--- src/rtl/sync_up_down_counter_n_pkg.sv ---
// sync_up_down_counter_n_pkg: direction and boundary-mode encodings shared by counter blocks and benches.
package sync_up_down_counter_n_pkg;
    localparam logic DIR_UP    = 1'b0;
    localparam logic DIR_DOWN  = 1'b1;
    localparam int   MODE_WRAP = 0;
    localparam int   MODE_SAT  = 1;
endpackage

--- src/rtl/sync_up_down_counter_n_next_state.sv ---
// sync_up_down_counter_n_next_state: combinational next count, terminal count and wrap-pulse terms.
module sync_up_down_counter_n_next_state
    import sync_up_down_counter_n_pkg::*;
#(
    parameter int     WIDTH    = 3,
    parameter longint MODULUS  = longint'(1) << WIDTH,
    parameter int     SATURATE = MODE_WRAP
) (
    input  logic [WIDTH-1:0] i_q,
    input  logic             i_sel,
    input  logic             i_en,
    input  logic             i_load,
    input  logic [WIDTH-1:0] i_d,
    output logic [WIDTH-1:0] o_q_next,
    output logic             o_tc,
    output logic             o_wrap_next
);
    localparam logic [WIDTH-1:0] MAX = WIDTH'(MODULUS - 1);
    localparam logic             SAT = (SATURATE == MODE_SAT);

    logic             w_at_top;
    logic             w_at_bot;
    logic [WIDTH-1:0] w_up;
    logic [WIDTH-1:0] w_dn;
    logic [WIDTH-1:0] w_ld;

    assign w_at_top    = (i_q == MAX);
    assign w_at_bot    = (i_q == '0);
    assign o_tc        = (i_sel == DIR_UP) ? w_at_top : w_at_bot;
    assign w_up        = w_at_top ? (SAT ? i_q : '0) : i_q + 1'b1;
    assign w_dn        = w_at_bot ? (SAT ? i_q : MAX) : i_q - 1'b1;
    // out-of-range load values clamp to the top of the count range
    assign w_ld        = (i_d > MAX) ? MAX : i_d;
    assign o_q_next    = i_load ? w_ld : !i_en ? i_q : (i_sel == DIR_DOWN) ? w_dn : w_up;
    assign o_wrap_next = i_en & o_tc & ~i_load;
endmodule

--- src/rtl/sync_up_down_counter_n.sv ---
// sync_up_down_counter_n: parametrised up/down counter with load, wrap/saturate mode, tc and wrap pulse.
module sync_up_down_counter_n
    import sync_up_down_counter_n_pkg::*;
#(
    parameter int     WIDTH    = 3,
    parameter longint MODULUS  = longint'(1) << WIDTH,
    parameter int     SATURATE = MODE_WRAP
) (
    input  logic             clk,
    input  logic             clear,
    input  logic             en,
    input  logic             sel,
    input  logic             load,
    input  logic [WIDTH-1:0] d,
    output logic [WIDTH-1:0] Q,
    output logic             tc,
    output logic             wrap
);
    if (WIDTH < 1 || WIDTH > 32 || MODULUS < 2 || MODULUS > (longint'(1) << WIDTH)) begin : g_bad_params
        $error("sync_up_down_counter_n: illegal WIDTH/MODULUS combination");
    end

    logic [WIDTH-1:0] r_q;
    logic             r_wrap;
    logic [WIDTH-1:0] w_q_next;
    logic             w_wrap_next;

    sync_up_down_counter_n_next_state #(
        .WIDTH   (WIDTH),
        .MODULUS (MODULUS),
        .SATURATE(SATURATE)
    ) u_next (
        .i_q        (r_q),
        .i_sel      (sel),
        .i_en       (en),
        .i_load     (load),
        .i_d        (d),
        .o_q_next   (w_q_next),
        .o_tc       (tc),
        .o_wrap_next(w_wrap_next)
    );

    always_ff @(posedge clk) begin
        if (clear) begin
            r_q    <= '0;
            r_wrap <= 1'b0;
        end else begin
            r_q    <= w_q_next;
            r_wrap <= w_wrap_next;
        end
    end

    assign Q    = r_q;
    assign wrap = r_wrap;
endmodule

--- config.mk ---
export PLATFORM = sky130hd
export DESIGN_NAME = sync_up_down_counter_n
export DESIGN_NICKNAME = d
export VERILOG_FILES = /design/src/rtl/sync_up_down_counter_n_pkg.sv /design/src/rtl/sync_up_down_counter_n_next_state.sv /design/src/rtl/sync_up_down_counter_n.sv
export SDC_FILE = /design/constraint.sdc
export NUM_CORES = 1
export LEC_CHECK = 0
export CAP_MARGIN = 30
export CORE_AREA = 2 2 39 41
export CTS_BUF_LIST = sky130_fd_sc_hd__clkbuf_8 sky130_fd_sc_hd__clkbuf_16
export DETAILED_ROUTE_END_ITERATION = 16
export DIE_AREA = 0 0 41 43
export SYNTH_ARGS = -nofsm -noshare
export SYNTH_HDL_FRONTEND = slang
export SYNTH_HIERARCHICAL = 1
export SYNTH_SLANG_ARGS = --single-unit
export TNS_END_PERCENT = 1
--- constraint.sdc ---
create_clock -name clk -period 1.66 [get_ports clk]
set_clock_uncertainty 0.05 [all_clocks]
set_input_delay 0.332 -clock clk [delete_from_list [all_inputs] [get_ports clk]]
set_output_delay 0.332 -clock clk [all_outputs]
set_load 0.02 [all_outputs]
==> impl_metrics.tcl, run 1 <==
set metrics [dict create \
    outcome "complete, no violations" \
    drc 0 \
    portBuffers 12 \
    synth_fa_ha_area_share_pct 16.6 \
    synth-xor-area-share_pct 0 \
    p_leak_nw 0.271 \
    syn_avg_cell_area_um2 7.94 \
    fin_nets 77 \
    max-vdd-ir-drop_mv 0.235 \
    grt_pass1_vias 267 \
    htree_levels 1 \
    place_congestion 0.839 \
    preCtsSetupSlack_ps -316 \
    io-pin-count 13 \
    place_hpwl_um 602 \
    final_max_slew_viol_count 0 \
    grt_pass1_wl_um 1080 \
    crit_path_start_kind "flop" \
    fp.dieH_um 43 \
    synth_top_family_by_area "simple AND/OR/NAND/NOR gates" \
    cts_root_buf "clkbuf_8" \
    totalWireLength_um 826 \
    finalSetupViolations 0 \
    synthToLayoutAreaGrowth_pct 98.3 \
    synth_cell_types 14 \
    slowest_stage "or3_4" \
    drive_above_1_share_pct 39.7 \
    clock_path_buffers 2 \
    finalCritPeriodShare_pct 99.1 \
    die_w_um 41 \
    finalNonFillerCells 79 \
    dr.pass1.iters 2 \
    die_area_mm2 0.00176 \
    synthMuxAreaShare_pct 0 \
    cap_viol_max_count 0 \
    num_antenna_cells 0 \
    final_cell_mix "buf_4 (10), clkdlybuf4s50_1 (9), nor2b_1 (6)" \
    wl_per_cell_um 10.5 \
    maxSlewHeadroom_pct 83.4 \
    syn_inst 38 \
    min_path_type "input pin to flop" \
    crit_family "simple AND/OR/NAND/NOR gates" \
    power_density_mw_per_mm2 763 \
    num_vias 359 \
    path_buf_inv 2 \
    worstSetupEndpointType "flop" \
    rows 14 \
    setup.worst_path.class "flop to flop" \
    core-area_mm2 0.00138 \
    grt_start_max_net_pins 6 \
    crit_chain "inv_2 > buf_4 > ha_4 > or3_4 > a311oi_2 > nor3_1 > nor2b_1" \
    viasPerCell 4.54 \
    r2r-end "Q[2]" \
    register_area_um2 85.1 \
    worstPathArrival_ps 1700 \
    final_common_cell "buf_4" \
    synth_area_um2 302 \
    cts_buffers 3 \
    r2r.worst_path.cells 7 \
    setup_tns_ps 0 \
    gr-total-overflow 0 \
    worst_slack_ps 15.6 \
    max_stage_delay_ps 360 \
    fill_cells 149 \
    antenna_found_initial 0 \
    clkTransAtPathRegs_ps 30 \
    detail_route.iter0.violations 1 \
    syn-num-nets 50 \
    synth_simple_gate_area_share_pct 32.4 \
    path_depth 7 \
    start_util_pct 21.8 \
    gr-usage-all-layers_pct 9.72 \
    critPathCapture "Q[2]" \
    worst-path-max-fanout 3 \
    finalHoldViolations 0 \
    fmax_mhz 608 \
    synth_compound_area_share_pct 20.7 \
    grt_setup_unrepaired "yes" \
    startpoint "Q[1]" \
    worst-slew-pin-transition_ps 246 \
    r2r-start "Q[1]" \
    total_power_mw 0.456 \
    ff2ff_setup_slack_ps 20 \
    ys_seq_area_share_pct 26.6 \
    dp.cells 75 \
    required_ps 1720 \
    yosysWarnings 6 \
    ant_nets 0 \
    ys_seq_elements 4 \
    multi_input_area_um2 243 \
    cts_tree "built" \
    clock_sinks 4 \
    min_period_ps 1640 \
    clock_latency_ps 220 \
]
-- logic make-up after synthesis --
family | after synthesis
adders and majority gates | 4
buffers and inverters | 3
DFF | 4
and+or+nand+nor | 18
AOI/OAI and AO/OA | 9
-- synthesized netlist by cell type (all sizes together) --
cell | instances | area share (%)
o31ai | 1 | 2.5
nand2b | 3 | 6.2
inv | 3 | 3.7
a311oi | 1 | 5.0
a22oi | 2 | 5.0
o21ai | 2 | 3.3
nor2b | 7 | 15
or3 | 1 | 2.1
ha | 4 | 17
a21oi | 3 | 5.0
nor3 | 2 | 3.3
dfxtp | 4 | 27
nor2 | 2 | 2.5
nand2 | 3 | 3.7
-- state kept, by name, indices dropped and copies added (netlist names) --
| register | count |
|---|---|
| Q | 3 |
| wrap | 1 |
-- cell type report --
type                    instances  share of cell area, %
inverters                       3                   1.88
clock buffers                   3                   6.90
multi-input cells              31                   40.6
well taps                      16                   3.35
flip-flops and latches          4                   14.2
repair buffers                 22                   33.1
-- metrics by stage --
stage | area [um2] | utilization [%] | hold WS [ps]
5_1_grt | 598 | 43.2 | 691
4_1_cts | 549 | 39.7 | 615
3_3_place_gp | 512 | 37.0 | 590
6_report | 598 | 43.2 | 680
3_5_place_dp | 512 | 37.0 | 607
2_1_floorplan | 304 | - | 346
-- how the worst min path moves through the flow --
stage	startpoint	end	cells past startpoint
after global placement	Q[0]	Q[0]	3
after global routing	clear	Q[1]	2
after floorplan	clear	Q[0]	1
final	clear	Q[2]	2
after detailed placement	Q[0]	Q[0]	3
after CTS	Q[0]	Q[0]	3
-- repair_timing --
action / CTS / global route
pin swaps: 2 / 5
hold buffers: 0 / 0
endpoints found under the setup margin: 3 / 3
gates resized for setup: 6 / 13
setup buffers: 0 / 1
-- where the power goes --
part	switching, mW	leakage (nW)	internal [mW]
logic	0.0585	0.215	0.0789
registers	0.00829	0.0339	0.104
clock network	0.0518	0.0216	0.155
-- layer usage --
metal  up-vias  wire length, um  track usage (%)
met5         -                0                0
met4         0               42             8.00
met3         4               30             1.57
met2        10              457             14.1
met1       162              296             11.8
li1        183                -                -
No activity file was read; power rests on OpenSTA's default activity.
==> inputs of run 2 (changes only) <==
--- a/config.mk
+++ b/config.mk
@@ -12,2 +12,3 @@
 export DIE_AREA = 0 0 41 43
+export PLACE_DENSITY = 0.49
 export SYNTH_ARGS = -nofsm -noshare
--- a/constraint.sdc
+++ b/constraint.sdc
@@ -4,2 +4,2 @@
 set_output_delay 0.332 -clock clk [all_outputs]
-set_load 0.02 [all_outputs]
+set_load 0.1 [all_outputs]
==> run 2 against run 1 <==
The flow now finishes with violations (setup timing); sequential share of layout area decreased by 0.95 points; global-route usage increased by 1.7 points; count of clock-buffer cells in the layout stayed put; sequential power grew 4%; hold slack got worse by 85 ps; final cell count stayed put; first-iteration DRC count is 100% higher; die area unchanged; clock power increased by 2%; critical path type unchanged; critical endpoint unchanged.
==> impl_metrics.tcl, run 2 (synthesized netlist as in run 1, its figures left out) <==
set metrics [dict create \
    finalSetupViolations 1 \
    fill_cells 135 \
    worst_slack_ps -18.5 \
    grt_pass1_vias 343 \
    worstSetupEndpointType "flop" \
    violations "setup timing" \
    maxSlewHeadroom_pct 85.5 \
    slowest_stage "dfxtp_4" \
    core-area_mm2 0.00138 \
    final_max_slew_viol_count 0 \
    p_leak_nw 0.291 \
    cts_root_buf "clkbuf_8" \
    required_ps 1710 \
    register_area_um2 91.3 \
    multi_input_area_um2 270 \
    setup.worst_path.class "flop to flop" \
    viasPerCell 4.34 \
    worstPathArrival_ps 1730 \
    largest_reg_flops 3 \
    gr-total-overflow 0 \
    worst-slew-pin-transition_ps 217 \
    antenna_found_initial 0 \
    crit_path_start_kind "flop" \
    gr-usage-all-layers_pct 11.4 \
    clkTransAtPathRegs_ps 30 \
    place_hpwl_um 555 \
    htree_levels 1 \
    dr.pass1.iters 3 \
    finalCritPeriodShare_pct 101 \
    cts_tree "built" \
    grt_setup_unrepaired "yes" \
    grt_pass1_wl_um 1330 \
    min_path_type "flop to flop" \
    crit_chain "inv_4 > buf_6 > ha_4 > or3_4 > a311oi_2 > nor3_1 > nor2b_2" \
    final_util_pct 49.7 \
    outcome "complete, but fails checks" \
    preCtsSetupSlack_ps -11.9 \
    die_w_um 41 \
    fin_nets 76 \
    final_area_um2 688 \
    fmax_mhz 596 \
    max-vdd-ir-drop_mv 0.655 \
    power_density_mw_per_mm2 800 \
    num_antenna_cells 0 \
    synthToLayoutAreaGrowth_pct 128 \
    detail_route.iter0.violations 2 \
    drc 0 \
    wl_per_cell_um 9.97 \
    fp.dieH_um 43 \
    totalWireLength_um 788 \
    finalHoldViolations 0 \
    ant_nets 0 \
    grt_start_max_net_pins 7 \
    clock_path_buffers 2 \
    worst-path-max-fanout 4 \
    clock_sinks 4 \
    start_util_pct 21.8 \
    hold_slack_ps 595 \
    setup_tns_ps -18.5 \
    final_cell_mix "clkdlybuf4s50_1 (7), buf_4 (7), nor2b_1 (5), buf_12 (5)" \
    num_vias 343 \
    cts_buffers 3 \
    clock_latency_ps 220 \
    rows 14 \
    min_period_ps 1680 \
    cap_viol_max_count 0 \
    io-pin-count 13 \
    drive_above_1_share_pct 50.8 \
    max_stage_delay_ps 370 \
    portBuffers 12 \
    place_area_um2 546 \
    die_area_mm2 0.00176 \
    place_congestion 0.695 \
]
run 2: where the power goes:
| group | internal (mW) | switching [mW] | leakage, nW |
|---|---|---|---|
| registers | 0.103 | 0.0125 | 0.0348 |
| logic | 0.107 | 0.116 | 0.229 |
| clock network | 0.158 | 0.0530 | 0.0269 |
| total | 0.369 | 0.182 | 0.291 |
run 2: worst paths after layout:
check	from	end	slack [ps]	depth (start not counted)
worst min register to register	Q[0]	Q[0]	600	3
worst max-delay path	Q[0]	Q[2]	-20	7
worst min-delay path	Q[0]	Q[0]	600	3
worst max register to register	Q[0]	Q[2]	-20	7
run 2: final cells by class:
class | count | share of cell area [%]
Clock inverter | 1 | 0.545
Clock buffer | 3 | 6.00
Multi-Input combinational cell | 31 | 39.3
Inverter | 3 | 2.36
Sequential cell | 4 | 13.3
Tap cell | 16 | 2.91
Timing Repair Buffer | 21 | 35.6
run 2: per-stage QoR:
step / total power [mW] / cells
2_1_floorplan: 0.227 / 38
4_1_cts: 0.548 / 78
3_3_place_gp: 0.304 / 68
3_5_place_dp: 0.303 / 68
6_report: 0.551 / 79
5_1_grt: 0.587 / 79
run 2: per-layer routing:
metal  global-route usage [%]  vias up  share of wire, %
li1                         -      181                 -
met1                     14.1      151                43
met2                     16.3       11                50
met3                     7.85        0               6.6
met4                     2.00        0                 0
met5                        0        -                 0
run 2: what timing repair did:
item / in CTS / in global routing
pin swaps: 1 / 5
hold buffers: 0 / 0
resized for setup: 6 / 4
setup buffers: 6 / 1
setup endpoints to repair: 1 / 2
hold endpoints to repair: 0 / 0
run 2: critical path, delay by kind of cell (launching register included):
kind,cells,cell delay [ps]
and+or+nand+nor,3,590
DFF,1,370
AOI/OAI and AO/OA,1,260
buffers and inverters,2,160
adders and majority gates,1,150
